[src/rtl/stream_mux_pkg.sv]
// Shared definitions for the N-to-1 stream multiplexer: selection modes and FSM encoding.
package stream_mux_pkg;

    localparam int MODE_SEL = 0;
    localparam int MODE_RR  = 1;

    typedef enum logic [0:0] {
        ST_IDLE   = 1'b0,
        ST_LOCKED = 1'b1
    } state_e;

endpackage

[src/rtl/stream_mux_nto1_rr_arbiter.sv]
// Combinational rotate-priority arbiter: first requester strictly after ptr wins, wrapping modulo N.
module rr_arbiter
    import stream_mux_pkg::*;
#(
    parameter int N = 4
) (
    input  logic [N-1:0]         req,
    input  logic [$clog2(N)-1:0] ptr,
    output logic [$clog2(N)-1:0] grant,
    output logic                 grant_valid
);

    localparam int SW = $clog2(N);

    logic [SW-1:0] idx_s;

    // Scan from ptr+1 upward; once a requester is found later ones cannot override it.
    always_comb begin
        grant       = '0;
        grant_valid = 1'b0;
        idx_s       = '0;
        for (int i = 1; i <= N; i++) begin
            idx_s       = SW'((int'(ptr) + i) % N);
            grant       = (req[idx_s] && !grant_valid) ? idx_s : grant;
            grant_valid = grant_valid | req[idx_s];
        end
    end

endmodule

[src/rtl/stream_mux_nto1.sv]
// N-to-1 valid/ready stream multiplexer with packet locking, external or round-robin
// selection and a registered output stage.
module stream_mux_nto1
    import stream_mux_pkg::*;
#(
    parameter int WIDTH = 8,
    parameter int N     = 4,
    parameter int MODE  = MODE_SEL
) (
    input  logic                 clk,
    input  logic                 rst,
    input  logic [N*WIDTH-1:0]   s_data,
    input  logic [N-1:0]         s_valid,
    input  logic [N-1:0]         s_last,
    output logic [N-1:0]         s_ready,
    input  logic [$clog2(N)-1:0] sel,
    output logic [WIDTH-1:0]     m_data,
    output logic                 m_valid,
    output logic                 m_last,
    output logic [$clog2(N)-1:0] m_chan,
    input  logic                 m_ready
);

    localparam int SW = $clog2(N);
    localparam int NP = 1 << SW;

    state_e            state_q;
    logic [SW-1:0]     ptr_q;
    logic [SW-1:0]     lock_q;
    logic [WIDTH-1:0]  m_data_q;
    logic              m_valid_q;
    logic              m_last_q;
    logic [SW-1:0]     m_chan_q;

    // Inputs padded to a power of two so an out-of-range sel reads as "not valid".
    logic [NP-1:0]       valid_ext_s;
    logic [NP-1:0]       last_ext_s;
    logic [NP*WIDTH-1:0] data_ext_s;
    logic [SW-1:0]       arb_grant_s;
    logic                arb_valid_s;
    logic [SW-1:0]       grant_s;
    logic                grant_valid_s;
    logic                load_s;
    logic                accept_s;
    logic                beat_last_s;
    logic [WIDTH-1:0]    beat_data_s;

    assign valid_ext_s = NP'(s_valid);
    assign last_ext_s  = NP'(s_last);
    assign data_ext_s  = (NP*WIDTH)'(s_data);

    rr_arbiter #(
        .N (N)
    ) u_arb (
        .req         (s_valid),
        .ptr         (ptr_q),
        .grant       (arb_grant_s),
        .grant_valid (arb_valid_s)
    );

    // Grant source: held lock, round-robin arbiter, or external select.
    always_comb begin
        grant_s       = '0;
        grant_valid_s = 1'b0;
        if (state_q == ST_LOCKED) begin
            grant_s       = lock_q;
            grant_valid_s = valid_ext_s[lock_q];
        end else if (MODE == MODE_RR) begin
            grant_s       = arb_grant_s;
            grant_valid_s = arb_valid_s;
        end else begin
            grant_s       = sel;
            grant_valid_s = valid_ext_s[sel];
        end
    end

    assign load_s      = !m_valid_q | m_ready;
    assign accept_s    = load_s & grant_valid_s & !rst;
    assign beat_last_s = last_ext_s[grant_s];
    assign beat_data_s = data_ext_s[int'(grant_s)*WIDTH +: WIDTH];
    assign s_ready     = accept_s ? (N'(1'b1) << grant_s) : '0;

    // Packet FSM, rotation pointer and output register.
    always_ff @(posedge clk) begin
        if (rst) begin
            state_q   <= ST_IDLE;
            ptr_q     <= SW'(N - 1);
            lock_q    <= '0;
            m_data_q  <= '0;
            m_valid_q <= 1'b0;
            m_last_q  <= 1'b0;
            m_chan_q  <= '0;
        end else begin
            if (accept_s) begin
                m_data_q  <= beat_data_s;
                m_last_q  <= beat_last_s;
                m_chan_q  <= grant_s;
                m_valid_q <= 1'b1;
            end else if (m_ready) begin
                m_valid_q <= 1'b0;
            end
            // Priority rotates per packet, so only a completed packet moves the pointer.
            if (accept_s && beat_last_s) begin
                ptr_q <= grant_s;
            end
            case (state_q)
                ST_IDLE: begin
                    if (accept_s && !beat_last_s) begin
                        lock_q  <= grant_s;
                        state_q <= ST_LOCKED;
                    end
                end
                ST_LOCKED: begin
                    if (accept_s && beat_last_s) begin
                        state_q <= ST_IDLE;
                    end
                end
                default: begin
                    state_q <= ST_IDLE;
                end
            endcase
        end
    end

    assign m_data  = m_data_q;
    assign m_valid = m_valid_q;
    assign m_last  = m_last_q;
    assign m_chan  = m_chan_q;

endmodule

[config.mk]
export PLATFORM = sky130hd
export DESIGN_NAME = stream_mux_nto1
export DESIGN_NICKNAME = d
export VERILOG_FILES = /design/src/rtl/stream_mux_pkg.sv /design/src/rtl/stream_mux_nto1_rr_arbiter.sv /design/src/rtl/stream_mux_nto1.sv
export SDC_FILE = /design/constraint.sdc
export NUM_CORES = 1
export LEC_CHECK = 0
export ABC_AREA = 1
export CAP_MARGIN = 20
export CORE_MARGIN = 4
export CORE_UTILIZATION = 40
export DETAILED_ROUTE_END_ITERATION = 10
export PLACE_DENSITY = 0.84
export REMOVE_ABC_BUFFERS = 1
export SLEW_MARGIN = 25
export SYNTH_ARGS = -nofsm -noshare
export SYNTH_HDL_FRONTEND = slang
export SYNTH_HIERARCHICAL = 1
export SYNTH_SLANG_ARGS = --single-unit
[constraint.sdc]
create_clock -name clk -period 4.15 [get_ports clk]
set_input_delay 0.83 -clock clk [delete_from_list [all_inputs] [get_ports clk]]
set_output_delay 0.83 -clock clk [all_outputs]
set_load 0.02 [all_outputs]
# == Word level (Yosys, flattened, before mapping) ==
# Cells that the tools add are included.
# totals
input_bits,45
out_inout_bits,16
reg_bits,15
word_cells,36
# classes
shifts,2
magnitude_cmp,3
muxes,14
reduce_logical,7
bitwise_logic,4
# ops
operator,count
32-bit by 6-bit indexed part select with 8-bit output,1
2-bit by 3-bit less-than comparator with 1-bit output (second input constant),3
1-bit two-way mux,8
1-bit binary-select mux with 2-bit select,3
4-bit two-way mux,1
1-bit by 2-bit << shifter with 4-bit output (first input constant),1
1-bit zero test,3
1-bit AND,2
1-bit logical AND,2
2-bit two-way mux,1
1-bit one-hot mux with 2 select lines,1
2-bit AND reduction,1
2-bit nonzero test,1
1-bit NOT,1
1-bit OR,1

# == Depth between registers and ports, before layout ==
# Gate-level depths: netlist of the first run.
# depth
ltp_word,8
ltp_mapped,12

# == Worst setup path after synthesis of the first run ==
# OpenSTA, ideal clock, no wires.
# synth_timing
kind,in2out
from,input sel[0]
to,output s_ready[0]
t_required_ns,3.320
setup_slack_ns,1.440
arrival_ns,1.880
cell_stages,8
path_cell_list,inv_1 > nand2_1 > nand3_1 > nand2_1 > nand2_1 > nand3_2 > buf_2 > nor3_1
# synth_via
elab_chain_len,6
# synth_rtl
item,line_no,source
from (decl),stream_mux_nto1.sv:16,"input logic [$clog2(N)-1:0] sel,"
1-bit binary-select mux with 2-bit select,stream_mux_nto1.sv:73,grant_valid_s = valid_ext_s[sel];
1-bit two-way mux (not written as such),stream_mux_nto1.sv:73,
1-bit two-way mux,stream_mux_nto1.sv:65,if (state_q == ST_LOCKED) begin
1-bit AND (2 in a row),stream_mux_nto1.sv:78,assign accept_s = load_s & grant_valid_s & !rst;
4-bit two-way mux *,stream_mux_nto1.sv:81,assign s_ready = accept_s ? (N'(1'b1) << grant_s) : '0;
to (decl),stream_mux_nto1.sv:15,"output logic [N-1:0] s_ready,"
# Every way passes the cells marked *; elsewhere a longest branch is shown, timed or not. The select of a mux whose other input is x is not followed.

# == Final worst setup path of the first run ==
# layout_timing
from,input sel[0]
to,output s_ready[2]
# The elaborated chain is that of the path after synthesis.

==> flow_summary.yaml, run 1 <==
synth:
  synth.top_cells.by_count: "78 x sky130_fd_sc_hd__nand2_1, 16 x sky130_fd_sc_hd__nor2_1, 15 x sky130_fd_sc_hd__dfxtp_1, 12 x sky130_fd_sc_hd__a21oi_1"
  synthMostInstantiatedCell: "sky130_fd_sc_hd__nand2_1"
  post_synth_edffs: 0
  synthCells: 181
  syn-cell-area_um2: 1049
  synth.ff_latch_count: 15
  yosysSeqAreaShare_pct: 28.64
  synthDistinctLibCells: 18
  synth_area_leader_cell: "sky130_fd_sc_hd__dfxtp_1"
  ys_warn_count: 6
  syn_area_per_cell_um2: 5.793
  synthTopCellsByArea: "sky130_fd_sc_hd__dfxtp_1 29%, sky130_fd_sc_hd__nand2_1 28%, sky130_fd_sc_hd__a21oi_1 5.7%"
  synth-async-reset-ratio_pct: 0
  synth.top_cell.area_share_pct: 28.64
  ys.flop_type: "sky130_fd_sc_hd__dfxtp_1"
critical_path:
  worst_setup_path_start_kind: "primary input"
  timing.critical_path.mode_cell: "sky130_fd_sc_hd__nand2_1"
  critical_path.cell_chain: "clkdlybuf4s50_1 > inv_1 > nand2_1 > nand3_1 > nand2_1 > nand2_1 > inv_1 > nor2_2 > nand2_2 > nor2_1 > clkdlybuf4s50_1"
  critical_path.max_stage_delay_ns: 0.62
  req_time_crit_path_ns: 3.32
  critPathArrivalTime_ns: 2.77
  worstSetupPathType: "in -> out"
  worst-path-max-fanout: 4
  crit_path_top_delay_cell: "sky130_fd_sc_hd__clkdlybuf4s50_1"
  critical_path.endpoint_type: "output pin"
  worst_case_reg_to_reg_path_depth: 11
die:
  die_width_um: 59.20
  initial_standard_cell_utilization_of_the_core_pct: 41.94
  placement_rows: 18
  coreArea_um2: 2500
  num_io_pins: 61
  full_die_area_um2: 3505
  die_h_um: 59.20
clock_tree:
  htree_num_levels: 1
  clock_latency_at_the_later_pin_of_the_worst_skew_pair_ns: 0.28
  cts_tree: "done"
  postCtsHoldBufs: 0
  cts.sinks: 15
  cts.path.max_buffers: 2
  post-cts-setup-buffer-count: 0
  post_cts_resize_count: 0
  clkSlewWorstSetupHoldPaths_ns: 0.08
  numCtsBuffers: 3
  clock-root-buffer: "sky130_fd_sc_hd__clkbuf_4"
place:
  input_output_buffers: 60
  dp_worst_setup_slack_ns: 0.5754
  dpl.hpwl_um: 2394
  gp_congestion: 0.9211
  placedCellCount: 268
timing:
  hold_ws_ns: 0.4661
  skew_ns: 0.001555
  setup_viol_count_final: 0
  maxSlewViolCount: 0
  timing_hold_violations_final: 0
  grt_setup_unrepaired: "false"
  layout_worst_path_cycle_share_pct: 86.81
  max_slew_margin_pct: 68.91
  layout_setup_ws_ns: 0.5473
  max_freq_mhz: 277.6
  actual_transition_at_the_worst_max_transition_pin_ns: 0.4632
  final.min_clock_period_ns: 3.603
  tns_ns: 0
routing:
  drtIter0Drc: 58
  wl_per_cell_um: 11.22
  drt_wl_total_um: 3052
  vias_per_cell: 4.824
  count_of_antenna_violating_nets_left_after_detailed_routing: 0
  drt_pass1_iterations: 4
  drc: 0
  vias: 1312
global_routing:
  global_route.usage.total_pct: 18.65
  grt_pass1_vias: 1263
  global_route_wire_length_before_repair_um: 5112
  antenna_found_initial: 0
  pin_count_of_the_biggest_net_entering_global_routing: 22
  global_route.overflow_total: 0
job:
  drv_cap: 0
status:
  status: "finished clean"
cells_and_area:
  area_growth_pct: 60.86
  n_antenna_cell: 0
  fillers: 231
  finish.net_count: 288
  post_layout_nonfiller_instances: 272
  layout-drive-gt1-share_pct: 8.678
pwr:
  power_leakage_nw: 0.7399
  post-layout-total-power_uw: 473.0
  power_density_nw_per_um2: 280.4
  vdd_ir_max_mv: 0.2977
min_path:
  worstHoldPathCells: 2
  min_path_type: "reg -> reg"
[final cells by class]
class | instances | area, um2 | area share, %
timing repair buffer | 65 | 638.1 | 37.83
multi-input combinational | 145 | 635.6 | 37.69
sequential | 15 | 300.3 | 17.80
inverter | 13 | 48.80 | 2.893
tap | 30 | 37.54 | 2.226
clock buffer | 4 | 26.28 | 1.558
[stage by stage]
stage                     cell area [um2]  utilization, %
final                                1687           67.47
after global routing                 1687           67.47
after CTS                            1687           67.47
after detailed placement             1660           66.42
after global placement               1660           66.42
after floorplan                     984.7               -
[metal layers]
metal	part of all wire [%]	vias to the layer above	wire [um]	global-route usage, %
met2	46	51	1406	30.73
met4	1.0	0	31	4.854
met5	0	-	0	0
li1	-	692	-	-
met3	11	4	340	8.715
met1	42	565	1272	21.65
[cell families (layout without fill, tap and decap cells)]
group	count (synthesis)	in the layout	share of synthesized area (%)
buffers and inverters	21	82	10.74
AOI/OAI and AO/OA	30	30	14.68
DFF	15	15	28.64
and+or+nand+nor	115	115	45.94
[sequential cells by signal, indices dropped and copies added (netlist names)]
name and cells:
lock_q 2, m_data 8, state_q 1, m_valid 1, m_last 1, m_chan 2
[layout by cell type (no fill, tap or decap), drive strengths merged]
cell           netlist  routed
nand3               13      13
nand2               82      82
a21oi               12      12
buf                  7       5
dfxtp               15      15
nor3                 1       1
clkdlybuf4s50        0      60
nor2                18      18
inv                 13      13
and3                 1       1
clkbuf               1       4
o21ai               18      18
[power breakdown]
group          internal, mW  switching (mW)  leakage (nW)
clock network        0.0373          0.0447        0.0150
registers             0.159          0.0125         0.123
logic                 0.105           0.114         0.602
total                 0.302           0.171         0.740
[worst max-delay path, delay by kind of cell]
family                 cells  cell delay [ns]
buffers and inverters      4             1.28
AND/OR/NAND/NOR            7             0.65
[path summary, 6_finish.rpt]
path / start / to / slack [ns]
setup / recovery: sel[0] / s_ready[2] / 0.55
hold / removal: m_data[0] / m_data[0] / 0.47
setup reg to reg: state_q / m_data[2] / 2.30
hold reg to reg: m_data[0] / m_data[0] / 0.47
Note: power is estimated with default switching activity, not from simulation.
==> run 2, diff against run 1 <==
Settings changed: CTS_CLUSTER_SIZE set to 12.
==> results of run 2 <==
Same layout as run 1: the final DEF is identical, and so are final timing and power.
